## config.mk

```make
export PLATFORM = sky130hd
export DESIGN_NAME = i2c_target_regs
export DESIGN_NICKNAME = d
export VERILOG_FILES = /design/src/rtl/i2c_target_regs.sv
export SDC_FILE = /design/constraint.sdc
export NUM_CORES = 1
export LEC_CHECK = 0
export CELL_PAD_IN_SITES_DETAIL_PLACEMENT = 0
export CELL_PAD_IN_SITES_GLOBAL_PLACEMENT = 1
export CORE_ASPECT_RATIO = 1.25
export CORE_UTILIZATION = 37
export CTS_CLUSTER_DIAMETER = 30
export DETAILED_ROUTE_END_ITERATION = 16
export PLACE_DENSITY_LB_ADDON = 0.1
export SLEW_MARGIN = 0
export SYNTH_ARGS = -nofsm -noshare
export SYNTH_HDL_FRONTEND = slang
export SYNTH_SLANG_ARGS = --single-unit
```

## constraint.sdc

```tcl
create_clock -name clk -period 2.4 [get_ports clk]
set_input_delay 0.36 -clock clk [delete_from_list [all_inputs] [get_ports clk]]
set_output_delay 0.36 -clock clk [all_outputs]
set_load 0.01 [all_outputs]
```

## src/rtl/i2c_target_regs.sv

```systemverilog
// I2C target exposing an 8-bit register pointer to fabric: writes come out as
// one-clk pulses, reads pull a byte from rd_data for the current pointer.
module i2c_target_regs #(
  parameter logic [6:0] DEVICE_ADDR = 7'h48,
  parameter int         FILTER_LEN  = 3
) (
  input  logic       clk,
  input  logic       reset,
  input  logic       scl_i,
  input  logic       sda_i,
  output logic       sda_oe,
  output logic       wr_valid,
  output logic [7:0] wr_addr,
  output logic [7:0] wr_data,
  output logic [7:0] rd_addr,
  input  logic [7:0] rd_data,
  output logic       busy
);

  localparam int CW = (FILTER_LEN > 1) ? $clog2(FILTER_LEN) : 1;

  typedef enum logic [3:0] {
    S_IDLE,
    S_ADDR,
    S_ADDR_ACK,
    S_PTR,
    S_PTR_ACK,
    S_WDATA,
    S_WDATA_ACK,
    S_RDATA,
    S_RDATA_ACK
  } state_t;

  logic          r_scl_s1, r_scl_s2, r_sda_s1, r_sda_s2;
  logic [CW-1:0] r_scl_cnt, r_sda_cnt;
  logic          r_scl_f, r_sda_f, r_scl_fd, r_sda_fd;

  state_t        r_state;
  logic [3:0]    r_bit_cnt;
  logic [7:0]    r_shift;
  logic [7:0]    r_ptr;
  logic          r_rw;
  logic          r_sda_oe;
  logic          r_busy;
  logic          r_wr_valid;
  logic [7:0]    r_wr_addr;
  logic [7:0]    r_wr_data;

  logic          w_scl_rise, w_scl_fall, w_start, w_stop;
  logic [7:0]    w_byte;
  logic          w_match;

  // Synchronisers and filters come out of reset at the idle bus level (both high)
  // so that releasing reset never fabricates a START or STOP.
  always_ff @(posedge clk) begin
    if (reset) begin
      r_scl_s1  <= 1'b1;
      r_scl_s2  <= 1'b1;
      r_sda_s1  <= 1'b1;
      r_sda_s2  <= 1'b1;
      r_scl_cnt <= '0;
      r_sda_cnt <= '0;
      r_scl_f   <= 1'b1;
      r_sda_f   <= 1'b1;
      r_scl_fd  <= 1'b1;
      r_sda_fd  <= 1'b1;
    end else begin
      // NOTE: non-blocking assignments so every flop samples the pre-edge value.
      r_scl_s1 <= scl_i;
      r_scl_s2 <= r_scl_s1;
      r_sda_s1 <= sda_i;
      r_sda_s2 <= r_sda_s1;

      if (r_scl_s2 == r_scl_f) begin
        r_scl_cnt <= '0;
      end else if (r_scl_cnt == CW'(FILTER_LEN - 1)) begin
        r_scl_f   <= r_scl_s2;
        r_scl_cnt <= '0;
      end else begin
        r_scl_cnt <= r_scl_cnt + CW'(1);
      end

      if (r_sda_s2 == r_sda_f) begin
        r_sda_cnt <= '0;
      end else if (r_sda_cnt == CW'(FILTER_LEN - 1)) begin
        r_sda_f   <= r_sda_s2;
        r_sda_cnt <= '0;
      end else begin
        r_sda_cnt <= r_sda_cnt + CW'(1);
      end

      r_scl_fd <= r_scl_f;
      r_sda_fd <= r_sda_f;
    end
  end

  assign w_scl_rise = r_scl_f & ~r_scl_fd;
  assign w_scl_fall = ~r_scl_f & r_scl_fd;
  assign w_start    = r_scl_f & r_scl_fd & r_sda_fd & ~r_sda_f;
  assign w_stop     = r_scl_f & r_scl_fd & ~r_sda_fd & r_sda_f;
  assign w_byte     = {r_shift[6:0], r_sda_f};
  assign w_match    = (w_byte[7:1] == DEVICE_ADDR) && (DEVICE_ADDR != 7'h00);

  always_ff @(posedge clk) begin
    if (reset) begin
      r_state    <= S_IDLE;
      r_bit_cnt  <= '0;
      r_shift    <= '0;
      r_ptr      <= '0;
      r_rw       <= 1'b0;
      r_sda_oe   <= 1'b0;
      r_busy     <= 1'b0;
      r_wr_valid <= 1'b0;
      r_wr_addr  <= '0;
      r_wr_data  <= '0;
    end else begin
      r_wr_valid <= 1'b0;

      if (w_stop) begin
        r_state   <= S_IDLE;
        r_sda_oe  <= 1'b0;
        r_bit_cnt <= '0;
        r_busy    <= 1'b0;
      end else if (w_start) begin
        r_state   <= S_ADDR;
        r_sda_oe  <= 1'b0;
        r_bit_cnt <= '0;
      end else if (w_scl_rise) begin
        case (r_state)
          S_ADDR, S_PTR, S_WDATA: begin
            r_shift   <= w_byte;
            r_bit_cnt <= r_bit_cnt + 4'd1;
            if (r_bit_cnt == 4'd7) begin
              case (r_state)
                S_ADDR: begin
                  if (w_match) begin
                    r_state <= S_ADDR_ACK;
                    r_busy  <= 1'b1;
                    r_rw    <= r_sda_f;
                  end else begin
                    r_state <= S_IDLE;
                    r_busy  <= 1'b0;
                  end
                end
                S_PTR: begin
                  r_ptr   <= w_byte;
                  r_state <= S_PTR_ACK;
                end
                default: begin
                  r_wr_valid <= 1'b1;
                  r_wr_addr  <= r_ptr;
                  r_wr_data  <= w_byte;
                  r_state    <= S_WDATA_ACK;
                end
              endcase
            end
          end
          S_RDATA: r_bit_cnt <= r_bit_cnt + 4'd1;
          S_RDATA_ACK: begin
            // Every byte handed to the master advances the pointer, NACKed or not.
            r_ptr <= r_ptr + 8'd1;
            if (r_sda_f) begin
              r_state <= S_IDLE;
              r_busy  <= 1'b0;
            end
          end
          default: ;
        endcase
      end else if (w_scl_fall) begin
        case (r_state)
          S_ADDR_ACK, S_PTR_ACK, S_WDATA_ACK: begin
            // First falling edge pulls the ACK low, the second one ends the ACK slot.
            if (!r_sda_oe) begin
              r_sda_oe <= 1'b1;
            end else begin
              r_bit_cnt <= '0;
              r_sda_oe  <= 1'b0;
              case (r_state)
                S_ADDR_ACK: begin
                  if (r_rw) begin
                    r_shift  <= rd_data;
                    r_sda_oe <= ~rd_data[7];
                    r_state  <= S_RDATA;
                  end else begin
                    r_state <= S_PTR;
                  end
                end
                S_PTR_ACK: r_state <= S_WDATA;
                default: begin
                  r_ptr   <= r_ptr + 8'd1;
                  r_state <= S_WDATA;
                end
              endcase
            end
          end
          S_RDATA: begin
            if (r_bit_cnt == 4'd8) begin
              r_sda_oe <= 1'b0;
              r_state  <= S_RDATA_ACK;
            end else begin
              r_sda_oe <= ~r_shift[6];
              r_shift  <= r_shift << 1;
            end
          end
          S_RDATA_ACK: begin
            r_shift   <= rd_data;
            r_sda_oe  <= ~rd_data[7];
            r_bit_cnt <= '0;
            r_state   <= S_RDATA;
          end
          default: ;
        endcase
      end
    end
  end

  assign sda_oe   = r_sda_oe;
  assign wr_valid = r_wr_valid;
  assign wr_addr  = r_wr_addr;
  assign wr_data  = r_wr_data;
  assign rd_addr  = r_ptr;
  assign busy     = r_busy;

endmodule
```

# Word-level counts from Yosys, hierarchy flattened
# Cells that the tools add are included.
# op_classes
add_sub_neg	4
n_bitwise	21
reduce_logical	30
eq_ne	35
mux	45
# ops
op	n
8-bit two-way mux	7
7-bit two-way mux	7
4-bit two-way mux	11
3-bit != test (second input constant)	8
4-bit case mux with 2 select lines	3
7-bit case mux with 3 select lines	1
7-bit AND reduction	3
4-bit by 3-bit == test with 1-bit output (second input constant)	5
9-bit AND reduction	2
4-bit != test (second input constant)	4
8-bit case mux with 2 select lines	1
3-bit OR reduction	5
1-bit inverter	14
4-bit case mux with 3 select lines	1
6-bit AND reduction	2
1-bit two-way mux	10
3-bit nonzero test	3
8-bit by 1-bit adder with 8-bit output (second input constant)	1
4-bit by 2-bit == test with 1-bit output (second input constant)	2
4-bit == test (second input constant)	2
2-bit != test (second input constant)	4
2-bit nonzero test	4
1-bit bitwise AND	7
7-bit == test (second input constant)	1
20 further kinds	27
# totals
elab_cells	156
register_bits	55

# Depth between registers and ports, before layout
# Gate-level depths: netlist of run 1.
# logic_depth
ltp_word	7
depth_mapped	9
ltp_nobuf	7

# Worst setup path before layout of run 1
# Ideal clock, no wire load.
# synth_timing
path_type	flip-flop to flip-flop
start	register r_scl_f
end	register r_rw
setup_slack_ns	0.354
stages_incl_launch_ff	7
setup_ns	0.128
synth_period_minus_slack_ns	2.046
t_arrival_ns	1.918
n_path_buf	1
cell_sequence	dfxtp_1 ha_1 clkbuf_1 or3b_2 nor4b_1 mux2i_1 nor2_1
# synth_between
elab_chain_cells	5
elab_cells_between_ends	9
# synth_lines
element	line	text
start: declaration	36	logic r_scl_f, r_sda_f, r_scl_fd, r_sda_fd;
start signal: assignment	77	r_scl_f <= r_scl_s2;
1-bit bitwise AND	99, 100	
1-bit bitwise AND, on equally long branches (2 in a row)	100, 99	
1-bit inverter (no source line)	--	
7-bit AND reduction (no source line) *	--	
end signal: assignment	139	r_rw <= r_sda_f;
end: declaration	42	logic r_rw;
# Mark *: on every way between the ends. The rest lies on a longest branch, timed or not.
# A chain may end at the register's enable or synchronous reset.

# Worst setup path after layout of run 1
# layout_timing
start	register r_scl_f
end	register r_ptr[6] (netlist: rd_addr[6])
# layout_between
elab_chain_cells	5
elab_cells_between_ends	19
# layout_lines
element	line	text
1-bit bitwise AND	99, 100	
1-bit bitwise AND, on equally long branches (2 in a row)	100, 99	
1-bit inverter (no source line)	--	
9-bit AND reduction (no source line)	--	
end signal: assignment	146	r_ptr <= w_byte;
end signal: assignment	161	r_ptr <= r_ptr + 8'd1;
end signal: assignment	190	r_ptr <= r_ptr + 8'd1;
end: declaration	41	logic [7:0] r_ptr;
# Parallel ways exist; a longest one is shown, timed or not.

==> tab_implementation.tex, run 1 <==
\begin{tabular}{lr}
\hline
Metric & Value \\
\hline
\multicolumn{2}{l}{\textbf{Outcome}} \\
Run status & finished, final reports clean \\
\multicolumn{2}{l}{\textbf{Setup path}} \\
Arrival time reported for the critical path endpoint & about 2400 ps \\
Kind of launch point of the worst setup path & register \\
Data required time at the worst endpoint & 2600 ps \\
Worst-path fanout max & 9 \\
Launch point of the worst reg-to-reg path & r\_scl\_f \\
Setup Crit Path Kind & register to register \\
Endpoint type of the worst setup path & register \\
Start point of the critical path & r\_scl\_f \\
Slack of the worst reg-to-reg path & around 200 ps \\
\multicolumn{2}{l}{\textbf{Timing}} \\
Maximum clock frequency & roughly 460 MHz \\
Number of hold-slack violations in the final timing report & 0 \\
Slew at the pin with the worst max-slew slack & 614 ps \\
Final worst-path setup slack & about 200 ps \\
RSZ-0062 raised after global routing & no \\
Share of the clock period used by the worst path after layout & between 90\% and 100\% \\
Final max-slew violation count & 0 \\
Setup TNS Final & 0 ps \\
Final setup skew & roughly 15 ps \\
Clock period minus final worst setup slack & $\sim$2200 ps \\
Remaining max-slew budget at the tightest pin & slightly below 60\% \\
Count of endpoints failing setup in the final report & 0 \\
\multicolumn{2}{l}{\textbf{Placed design}} \\
Placer's final routability congestion estimate & just under 0.9 \\
HPWL reported at the end of detailed placement & approximately 5200 um \\
Pre-CTS setup slack & between 150 and 200 ps \\
Port Buffers & 38 \\
\multicolumn{2}{l}{\textbf{Clocking}} \\
Total clock buffers created by CTS & 5 \\
H-tree Lvls & 2 \\
Number of clock sinks seen by CTS & 55 \\
Max clock buf depth & 2 \\
Clock transition time at the flip-flop clock pins of the worst setup and hold paths & 120 ps \\
Clock tree from TritonCTS & yes \\
Count of hold-fix buffers inserted at cts & 0 \\
Latest clock arrival within the worst-skew pair & approximately 320 ps \\
CTS Root Buffer Type & clkbuf\_8 \\
\multicolumn{2}{l}{\textbf{Yosys}} \\
Ys async rst share & 0\% \\
Post-Synthesis Net Count & 350 \\
Top area cells in the synthesized netlist & dfxtp\_1 39\%, mux2i\_1 10\%, nor2\_1 4.9\%, a21oi\_1 4.8\%, ha\_1 3.6\% \\
Syn Std Cell Area & about 2800 um\^{}2 \\
Count of different cell masters after synthesis & 55 \\
Count of synthesis-stage warnings from yosys & 0 \\
Number of flops mapped to enable cells by yosys & 0 \\
Area fraction of the dominant cell type after synthesis & about two fifths \\
Mean cell area of the mapped netlist & between 8 and 9 um\^{}2 \\
Number of synthesized register bits & 55 \\
Cell type with the largest total area after synthesis & dfxtp\_1 \\
Main flop type after synthesis & dfxtp\_1 \\
Sequential cell area fraction in the yosys report & roughly 40\% \\
Number of instances in the synthesized netlist & 330 \\
\multicolumn{2}{l}{\textbf{Floorplanning}} \\
Number of placed I/O pins & 39 \\
Height of the die & slightly below 100 um \\
Number of core rows & 35 \\
Die Wd & 80.0 um \\
Initial Utilization & between 30\% and 40\% \\
Die Footprint & 7950 um\^{}2 \\
Core outline area & 7360 um\^{}2 \\
\multicolumn{2}{l}{\textbf{Power}} \\
Maximum vdd ir drop & $\sim$0.00028 V \\
Pwr Density & between 400 and 500 nW/um\^{}2 \\
Static leakage & $\sim$0.0012 uW \\
\multicolumn{2}{l}{\textbf{Detailed routing}} \\
Iteration-0 DRC count of the detailed router & 214 \\
Total Routed Length & 7340 um \\
Routed length on met1 & 3410 um \\
Uppermost layer routed & met4 \\
ANT nets after route & 0 \\
Vias/cell & 5.33 \\
Routed wire length on met2 & 3660 um \\
Wire length per cell after detailed routing & 15.7 um \\
Via total after detailed routing & 2488 \\
Routed wl met3 & around 190 um \\
1st-pass router iterations & 4 \\
Remaining design rule violation count & 0 \\
\multicolumn{2}{l}{\textbf{Min path}} \\
Type of the most critical hold path & register to register \\
Startpoint of the lowest-slack hold path & r\_sda\_s1 \\
\multicolumn{2}{l}{\textbf{Finish}} \\
Post-layout util & between 40\% and 50\% \\
Syn-to-layout area delta & 23.3\% \\
Number of antenna cells inserted & 0 \\
Count of nets after finishing & slightly below 400 \\
Share of cells above drive strength 1 & 12.3\% \\
\multicolumn{2}{l}{\textbf{Global route}} \\
Aggregate global-route resource usage & around a fifth \\
Number of global-route vias before repair & between 2k and 2.5k \\
Wire length of the first global-routing pass & about 12000 um \\
Largest net degree at the start of global routing & 24 \\
Antenna violations before repair & 0 \\
GRT Residual Overflow & 0 \\
\multicolumn{2}{l}{\textbf{Flow run}} \\
Max cap viols & 0 \\
\hline
\end{tabular}
==> synth_stat cells (5+ instances only) <==
master / number
dfxtp_1: 55
nor3_1: 8
nand2_1: 26
inv_1: 12
nand3_1: 10
ha_1: 8
buf_2: 6
or3_1: 10
clkbuf_1: 12
a21oi_1: 27
mux2i_1: 28
o211ai_1: 5
nor2_1: 37
o21ai_0: 14
==> flip-flops by register name (all words and copies together) (netlist names) <==
register	cells
wr_addr	8
r_scl_fd	1
r_scl_f	1
sda_oe	1
r_rw	1
r_sda_cnt	2
r_sda_f	1
wr_valid	1
r_shift	7
busy	1
r_sda_s1	1
r_state	4
r_bit_cnt	4
rd_addr	8
r_sda_fd	1
r_sda_s2	1
wr_data	8
r_scl_cnt	2
r_scl_s2	1
r_scl_s1	1
==> metal layers <==
layer / vias to the layer above / GRT usage, %
met1: 1179 / 24.8
met5: - / 0
met4: 0 / 6.18
li1: 1257 / -
met2: 45 / 34.8
met3: 7 / 2.75
==> worst max-delay path: stages (launching register included) <==
cell     delay (ps)
dfxtp_1         420
ha_1            380
buf_4           220
a31oi_1          40
or4b_1          580
buf_4           200
o21ai_0         160
a21oi_1          80
==> per-stage QoR <==
| step | cell area, um^2 | hold WS, ps | power, uW | instances |
|---|---|---|---|---|
| 4_1_cts | 3460 | 418 | 1560 | 467 |
| 5_1_grt | 3470 | 440 | 1610 | 467 |
| 6_report | 3470 | 411 | 1540 | 467 |
| 3_5_place_dp | 3370 | 396 | 997 | 459 |
| 2_1_floorplan | 2810 | 389 | 966 | 330 |
| 3_3_place_gp | 3370 | 399 | 997 | 459 |
==> worst paths after layout <==
check	to	depth (start not counted)
hold / removal	r_sda_s2	1
hold reg to reg	r_sda_s2	1
setup / recovery	rd_addr[6]	7
setup reg to reg	rd_addr[6]	7
==> area by class of cell <==
cell class              instances  area (um^2)
multi-input cells             241         1570
fillers                       753         3890
clock buffers                   5         68.8
inverters                      13         48.8
flip-flops and latches         55         1100
repair buffers                 58          531
clock inverters                 3         27.5
well taps                      92          115
==> cell usage in the layout, fill, tap and decap left out, types with 3 or more instances in the layout <==
cell type        count
o32ai_1              4
nor2_1              37
or2_2                4
nor3_1               8
clkdlybuf4s50_1     38
clkbuf_8             5
nand3b_1             4
o211ai_1             5
mux2_2               3
nand2_1             26
dfxtp_1             55
buf_4               20
inv_1               12
mux2i_1             28
ha_1                 8
nand3_1             10
or3_1               10
o21ai_0             14
a31oi_1              4
nor4_1               3
a21oi_1             26
and3_1               3
xnor2_1              3
nand2b_1             3
==> logic make-up (layout without fill, tap and decap cells) <==
logic type | count (synthesis) | in the layout | synth area share, %
muxes | 31 | 31 | 11.2
xor gates and xnor gates | 5 | 5 | 1.56
AOI/OAI and AO/OA | 72 | 72 | 16.0
adders and majority gates | 8 | 8 | 3.56
buffers and inverters | 34 | 79 | 5.12
DFF | 55 | 55 | 39.2
and+or+nand+nor | 125 | 125 | 23.4
==> repair_timing <==
action	CTS	global route
gates resized for setup	0	1
setup buffers	0	0
endpoints found under the setup margin	0	1
==> where the power goes <==
group | internal (uW) | total, uW | switching [uW]
clock network | 216 | 560 | 345
logic | 27.8 | 55.9 | 28.1
registers | 917 | 919 | 2.17
total | 1160 | 1540 | 375
(Power assumes the default switching activity.)
==> run 2, diff against run 1 <==
--- a/config.mk
+++ b/config.mk
@@ -11,8 +11,10 @@
 export CORE_UTILIZATION = 37
 export CTS_CLUSTER_DIAMETER = 30
 export DETAILED_ROUTE_END_ITERATION = 16
+export GPL_ROUTABILITY_DRIVEN = 0
 export PLACE_DENSITY_LB_ADDON = 0.1
 export SLEW_MARGIN = 0
 export SYNTH_ARGS = -nofsm -noshare
 export SYNTH_HDL_FRONTEND = slang
 export SYNTH_SLANG_ARGS = --single-unit
+export TNS_END_PERCENT = 20
==> results of run 2 <==
Final layout, timing and power as in run 1 (identical DEF).
